**config.mk**
```make
export PLATFORM = sky130hd
export DESIGN_NAME = ex_muldiv
export DESIGN_NICKNAME = d
export VERILOG_FILES = /design/src/rtl/mdu_pkg.sv /design/src/rtl/mdu_abs.sv /design/src/rtl/ex_muldiv.sv
export SDC_FILE = /design/constraint.sdc
export NUM_CORES = 1
export LEC_CHECK = 0
export CELL_PAD_IN_SITES_DETAIL_PLACEMENT = 0
export CELL_PAD_IN_SITES_GLOBAL_PLACEMENT = 1
export CORE_ASPECT_RATIO = 1.25
export CORE_MARGIN = 1
export CORE_UTILIZATION = 45
export DETAILED_ROUTE_END_ITERATION = 7
export GPL_TIMING_DRIVEN = 0
export PLACE_DENSITY_LB_ADDON = 0.1
export REMOVE_ABC_BUFFERS = 1
export SLEW_MARGIN = 20
export SYNTH_ARGS = -nofsm -noshare
export SYNTH_HDL_FRONTEND = slang
export SYNTH_SLANG_ARGS = --single-unit
export TNS_END_PERCENT = 1
```
**constraint.sdc**
```tcl
create_clock -name CLK -period 7.5 [get_ports CLK]
set_clock_uncertainty 0.15 [all_clocks]
set_input_delay 0.75 -clock CLK [delete_from_list [all_inputs] [get_ports CLK]]
set_output_delay 0.75 -clock CLK [all_outputs]
set_load 0.03 [all_outputs]
```
**src/rtl/mdu_pkg.sv**
```systemverilog
// rtl/mdu_pkg.sv - op encodings, FSM states and helpers shared by the multiply/divide unit
package mdu_pkg;

    localparam logic [2:0] MDU_MULT  = 3'd0;
    localparam logic [2:0] MDU_MULTU = 3'd1;
    localparam logic [2:0] MDU_DIV   = 3'd2;
    localparam logic [2:0] MDU_DIVU  = 3'd3;
    localparam logic [2:0] MDU_MTHI  = 3'd4;
    localparam logic [2:0] MDU_MTLO  = 3'd5;

    typedef enum logic [1:0] {
        ST_IDLE,
        ST_PREP,
        ST_ITER,
        ST_FIX
    } mdu_state_e;

    function automatic int clog2(input int value);
        int r;
        r = 0;
        for (int i = 0; i < 31; i++) begin
            if ((1 << i) < value) begin
                r = i + 1;
            end
        end
        return r;
    endfunction

endpackage

```
**src/rtl/mdu_abs.sv**
```systemverilog
// rtl/mdu_abs.sv - magnitude/sign extraction, also usable as a conditional two's-complement negator
module mdu_abs #(
    parameter int WIDTH = 32
) (
    input  logic [WIDTH-1:0] val,
    input  logic             is_signed,
    input  logic             neg_en,
    output logic [WIDTH-1:0] mag,
    output logic             sign
);

    assign sign = is_signed & val[WIDTH-1];
    assign mag  = (sign | neg_en) ? (~val + WIDTH'(1)) : val;

endmodule

```
**src/rtl/ex_muldiv.sv**
```systemverilog
// rtl/ex_muldiv.sv - iterative shift-add multiplier and restoring divider with HI/LO registers
module ex_muldiv
    import mdu_pkg::*;
#(
    parameter int WIDTH = 32
) (
    input  logic             CLK,
    input  logic             RST,
    input  logic             Start,
    input  logic [2:0]       Op,
    input  logic [WIDTH-1:0] A,
    input  logic [WIDTH-1:0] B,
    input  logic             Flush,
    output logic             Busy,
    output logic             Done,
    output logic             DivZero,
    output logic [WIDTH-1:0] Hi,
    output logic [WIDTH-1:0] Lo
);

    localparam int CNT_W = clog2(WIDTH) + 1;
    localparam int W2    = 2 * WIDTH;

    mdu_state_e       state_q, state_d;
    logic [WIDTH-1:0] a_q, a_d, b_q, b_d, hi_q, hi_d, lo_q, lo_d;
    logic [W2-1:0]    acc_q, acc_d;
    logic [CNT_W-1:0] cnt_q, cnt_d;
    logic [2:0]       op_q, op_d;
    logic             sq_q, sq_d, sr_q, sr_d, bz_q, bz_d;
    logic             dz_q, dz_d, busy_q, busy_d, done_q, done_d;

    logic             is_mul, is_signed, in_prep, in_fix, lo_zero;
    logic [WIDTH-1:0] acc_hi, acc_lo, abs_a_val, abs_b_val, mag_a, mag_b;
    logic             sgn_a, sgn_b, neg_a, neg_b;
    logic [WIDTH:0]   mul_sum, div_pr, div_diff;

    assign acc_hi    = acc_q[W2-1:WIDTH];
    assign acc_lo    = acc_q[WIDTH-1:0];
    assign is_mul    = (op_q == MDU_MULT) || (op_q == MDU_MULTU);
    assign is_signed = (op_q == MDU_MULT) || (op_q == MDU_DIV);
    assign in_prep   = (state_q == ST_PREP);
    assign in_fix    = (state_q == ST_FIX);
    assign lo_zero   = (acc_lo == '0);

    // In FIX the abs units become conditional negators on the accumulator halves;
    // the product high half only takes the +1 carry when the low half is zero.
    assign abs_a_val = in_fix ? acc_lo : a_q;
    assign abs_b_val = in_fix ? acc_hi : b_q;
    assign neg_a     = in_fix & sq_q;
    assign neg_b     = in_fix & (is_mul ? (sq_q & lo_zero) : sr_q);

    mdu_abs #(.WIDTH(WIDTH)) u_abs_a (
        .val       (abs_a_val),
        .is_signed (in_prep & is_signed),
        .neg_en    (neg_a),
        .mag       (mag_a),
        .sign      (sgn_a)
    );

    mdu_abs #(.WIDTH(WIDTH)) u_abs_b (
        .val       (abs_b_val),
        .is_signed (in_prep & is_signed),
        .neg_en    (neg_b),
        .mag       (mag_b),
        .sign      (sgn_b)
    );

    assign mul_sum  = {1'b0, acc_hi} + (acc_q[0] ? {1'b0, a_q} : '0);
    assign div_pr   = acc_q[W2-1:WIDTH-1];
    assign div_diff = div_pr - {1'b0, b_q};

    always_comb begin
        state_d = state_q;
        a_d     = a_q;
        b_d     = b_q;
        op_d    = op_q;
        acc_d   = acc_q;
        cnt_d   = cnt_q;
        sq_d    = sq_q;
        sr_d    = sr_q;
        bz_d    = bz_q;
        hi_d    = hi_q;
        lo_d    = lo_q;
        dz_d    = dz_q;
        done_d  = 1'b0;

        case (state_q)
            ST_IDLE: begin
                if (Start && !Flush) begin
                    if (Op <= MDU_DIVU) begin
                        a_d     = A;
                        b_d     = B;
                        op_d    = Op;
                        state_d = ST_PREP;
                    end else if (Op == MDU_MTHI) begin
                        hi_d = A;
                    end else if (Op == MDU_MTLO) begin
                        lo_d = A;
                    end
                end
            end
            ST_PREP: begin
                a_d     = mag_a;
                b_d     = mag_b;
                sq_d    = sgn_a ^ sgn_b;
                sr_d    = sgn_a;
                bz_d    = (b_q == '0);
                acc_d   = {{WIDTH{1'b0}}, (is_mul ? mag_b : mag_a)};
                cnt_d   = CNT_W'(WIDTH);
                state_d = ST_ITER;
            end
            ST_ITER: begin
                if (is_mul) begin
                    acc_d = {mul_sum, acc_q[WIDTH-1:1]};
                end else if (div_diff[WIDTH]) begin
                    acc_d = {div_pr[WIDTH-1:0], acc_q[WIDTH-2:0], 1'b0};
                end else begin
                    acc_d = {div_diff[WIDTH-1:0], acc_q[WIDTH-2:0], 1'b1};
                end
                cnt_d = cnt_q - CNT_W'(1);
                if (cnt_q == CNT_W'(1)) begin
                    state_d = ST_FIX;
                end
            end
            ST_FIX: begin
                if (is_mul) begin
                    hi_d = (sq_q && !lo_zero) ? ~acc_hi : mag_b;
                    lo_d = mag_a;
                    dz_d = 1'b0;
                end else begin
                    hi_d = mag_b;
                    lo_d = bz_q ? '1 : mag_a;
                    dz_d = bz_q;
                end
                done_d  = 1'b1;
                state_d = ST_IDLE;
            end
            default: state_d = ST_IDLE;
        endcase

        // Flush wins over the FIX write-back.
        if (Flush && state_q != ST_IDLE) begin
            hi_d    = hi_q;
            lo_d    = lo_q;
            dz_d    = dz_q;
            done_d  = 1'b0;
            state_d = ST_IDLE;
        end

        busy_d = (state_d != ST_IDLE);
    end

    always_ff @(posedge CLK or posedge RST) begin
        if (RST) begin
            state_q <= ST_IDLE;
            a_q     <= '0;
            b_q     <= '0;
            op_q    <= '0;
            acc_q   <= '0;
            cnt_q   <= '0;
            sq_q    <= 1'b0;
            sr_q    <= 1'b0;
            bz_q    <= 1'b0;
            hi_q    <= '0;
            lo_q    <= '0;
            dz_q    <= 1'b0;
            busy_q  <= 1'b0;
            done_q  <= 1'b0;
        end else begin
            state_q <= state_d;
            a_q     <= a_d;
            b_q     <= b_d;
            op_q    <= op_d;
            acc_q   <= acc_d;
            cnt_q   <= cnt_d;
            sq_q    <= sq_d;
            sr_q    <= sr_d;
            bz_q    <= bz_d;
            hi_q    <= hi_d;
            lo_q    <= lo_d;
            dz_q    <= dz_d;
            busy_q  <= busy_d;
            done_q  <= done_d;
        end
    end

    assign Busy    = busy_q;
    assign Done    = done_q;
    assign DivZero = dz_q;
    assign Hi      = hi_q;
    assign Lo      = lo_q;

endmodule

```
==> results.tsv <==
metric	value	unit
status	completed	
ios	138	
avgSynthCellArea	8.185	sq um
clk_pin_slew	0.06	ns
multiInputGateArea	10990	sq um
grt_overflow	0	
drv.max_cap_violation_count	0	
grt_pass1_vias	15560	
syn_to_final_growth	17.43	%
synth-edff-count	0	
cp-start-kind	flop	
drtIter0Drc	1214	
cts-resized-gates	0	
synth_area	17040	sq um
holdBufCountCts	0	
worstSkewPairLatency	0.56	ns
design_area	20010	sq um
cp-end-kind	flop	
detail_route.wl_per_cell	23.40	um
finalMaxSlewViolations	0	
pre_cts_ws	2.711	ns
whs_path_depth	2	
max_stage_delay	0.87	ns
cts_setup_buffers	0	
drive_above_1_share	6.577	%
postSynth.asyncResetShare	100.0	%
powerDensity	479.2	nW/um^2
rsz0062_at_grt	no	
clockBufferDepth	3	
core-area	37260	sq um
place_area	19050	sq um
pwr-share-seq	24.6	%
hp-class	reg2reg	
peakVddDrop	0.2230	mV
setup_violations	0	
tns	0	ns
grt_pass1_wl	94.87	mm
wl	61.88	mm
critical_path_class	reg2reg	
portBuffers	137	
cts.sinks	209	
r2r-end	acc_q[53]$_DFFE_PP0P_	
ys_types	95	
max_freq	0.2078	GHz
start_util	45.73	%
antenna_left	0	
cts_tree	built	
dieArea	38660	sq um
syn-instance-count	2082	
relSlewSlack	24.76	%
switching_power	4.837	mW
required	7.76	ns
finalHoldViolCount	0	
clkPwrFrac	15.0	%
leakagePower	8.278	nW
crit_fanout	13	
ys_seq_elements	209	
fin_nets	2287	
yosysWarningCount	0	
regToRegSetupSlack	2.69	ns
r2r-start	acc_q[31]$_DFFE_PP0P_	
synth_seq_area_share	30.69	%
fp.dieW	176.1	um
reg2reg_depth	12	
finalCritPeriodShare	64.17	%
place_hpwl	46.22	mm
intPower	4.753	mW
num_vias	16210	
antenna_cells	0	
power.share.combinational	60.4	%
grt_max_degree	95	
crit_family	compound AO/OA/AOI/OAI gates	
switching_share	50.43	%
placementRows	79	
dr.pass1.iters	6	
cpMaxStageDelayCell	o21ai_1	
timing.critical_path.buf_inv	1	
antenna_found_initial	0	
cp_cell_sequence	inv_1 > ha_1 > fa_1 > nand2b_1 > a21oi_1 > o211ai_1 > nand3_1 > and4_4 > o21ai_1 > nand2_1 > o311ai_0 > o32ai_1	
final.setup.worst_slack	2.687	ns
fin_util	53.70	%
vias_per_cell	6.127	
grtUsageTotal	32.02	%
synth_flop_cell	dfrtp_1	
worstMarginPinSlew	1.121	ns
place_congestion	0.9163	
min_period	4.813	ns
hold_path_end	Lo[0]$_DFFE_PP0P_	
die_h	219.6	um
arrival	5.07	ns
drc	0	
nFillCells	3544	
ff_latch_area	5231	sq um
numCtsBuffers	26	
cts_root_buffer	clkbuf_16	
htree_levels	1	
hold_start	Lo[0]$_DFFE_PP0P_	
[flip-flops by register name, summed over array words and instances, names as in the netlist]
signal and count:
state_q 2, sq_q 1, Done 1, Hi 32
b_q 32, acc_q 64, Lo 32, cnt_q 6
a_q 32, Busy 1, bz_q 1, op_q 3
DivZero 1, sr_q 1
[worst min-delay path: stages, from the launching register on]
cell	delay [ns]
dfrtp_1	0.34
nand2_1	0.04
o21ai_0	0.05
[worst max-delay path by stage]
stage	depth (start not counted)	slack, ns	startpoint	end
after floorplan	4	-1.16	state_q[0]$_DFF_PP0_	Lo[10]$_DFFE_PP0P_
after global placement	5	-5.81	state_q[1]$_DFF_PP0_	b_q[21]$_DFFE_PP0P_
after detailed placement	12	2.71	acc_q[31]$_DFFE_PP0P_	acc_q[53]$_DFFE_PP0P_
after CTS	12	2.70	acc_q[31]$_DFFE_PP0P_	acc_q[53]$_DFFE_PP0P_
after global routing	12	2.52	acc_q[31]$_DFFE_PP0P_	acc_q[53]$_DFFE_PP0P_
final	12	2.69	acc_q[31]$_DFFE_PP0P_	acc_q[53]$_DFFE_PP0P_
[layout make-up]
type / instances / area share, %
Multi-Input combinational cell: 1659 / 54.93
Timing Repair Buffer: 157 / 9.391
Inverter: 89 / 1.713
Clock buffer: 37 / 3.914
Sequential cell: 209 / 26.14
Clock inverter: 8 / 0.8691
Tap cell: 486 / 3.039
[cell usage in the layout (no fill, tap or decap), types with 7 or more instances in the layout]
cell type and count:
a211oi_1 26, a21o_1 33, a21oi_1 152, a221o_1 13
a22oi_1 11, a31oi_1 26, and2_1 38, and3_1 11
buf_16 15, clkbuf_16 27, clkbuf_8 7, clkdlybuf4s50_1 137
dfrtp_1 208, ha_1 69, inv_1 85, mux2i_1 136
nand2_1 259, nand2b_1 13, nand3_1 35, nand4_1 12
nor2_1 132, nor2b_1 15, nor3_1 70, nor3b_1 16
nor4_1 15, o211ai_1 19, o21a_1 8, o21ai_0 188
o21ai_1 19, o21bai_1 10, o221ai_1 13, o22ai_1 49
xnor2_1 82, xor2_1 46
[per-layer routing]
metal / global-route usage (%) / routed length, um / up-vias
li1: - / - / 7628
met1: 43.95 / 27490 / 7891
met2: 51.55 / 28240 / 590
met3: 4.382 / 4144 / 96
met4: 10.72 / 2002 / 0
met5: 0 / 0 / -
[logic make-up after synthesis]
family          synth area share, %
simple gates                  19.04
buf+inv                       5.330
mux                           9.486
compound gates                23.36
xor+xnor                      6.579
flops                         30.69
fa+ha+maj                     5.521
[per-stage QoR]
step / total power [mW] / instances / hold WS, ns
detailed placement: 8.062 / 2600 / 0.3164
CTS: 9.520 / 2645 / 0.3320
finish: 9.590 / 2645 / 0.3240
global route: 10.20 / 2645 / 0.3390
floorplan: 6.024 / 1957 / 0.2998
global placement: 7.926 / 2580 / 0.3099
[power by group through the flow]
stage | Clock (mW) | Combinational, mW | Sequential (mW)
finish | 1.44 | 5.79 | 2.36
global route | 1.49 | 6.29 | 2.42
CTS | 1.45 | 5.73 | 2.34
detailed placement | 0 | 5.71 | 2.35
global placement | 0 | 5.58 | 2.34
floorplan | 0 | 3.64 | 2.39
[Yosys cell counts, types with 16 or more instances]
library cell  instances  area [sq um]
nand2_1             261         979.7
dfrtp_1             209          5230
o21ai_0             188         940.9
a21oi_1             154         770.7
mux2i_1             136          1361
nor2_1              135         506.7
inv_1                86         322.8
clkbuf_1             82         307.8
xnor2_1              82         718.2
ha_1                 72         900.9
nor3_1               70         350.3
o22ai_1              49         306.5
xor2_1               46         402.9
and2_1               38         237.7
nand3_1              35         175.2
a21o_1               33         247.7
a211oi_1             26         195.2
a31oi_1              26         162.7
buf_2                21         105.1
o211ai_1             19         142.6
o21ai_1              19         95.09
nor3b_1              16         120.1
Power figures use the tool's default switching activity.
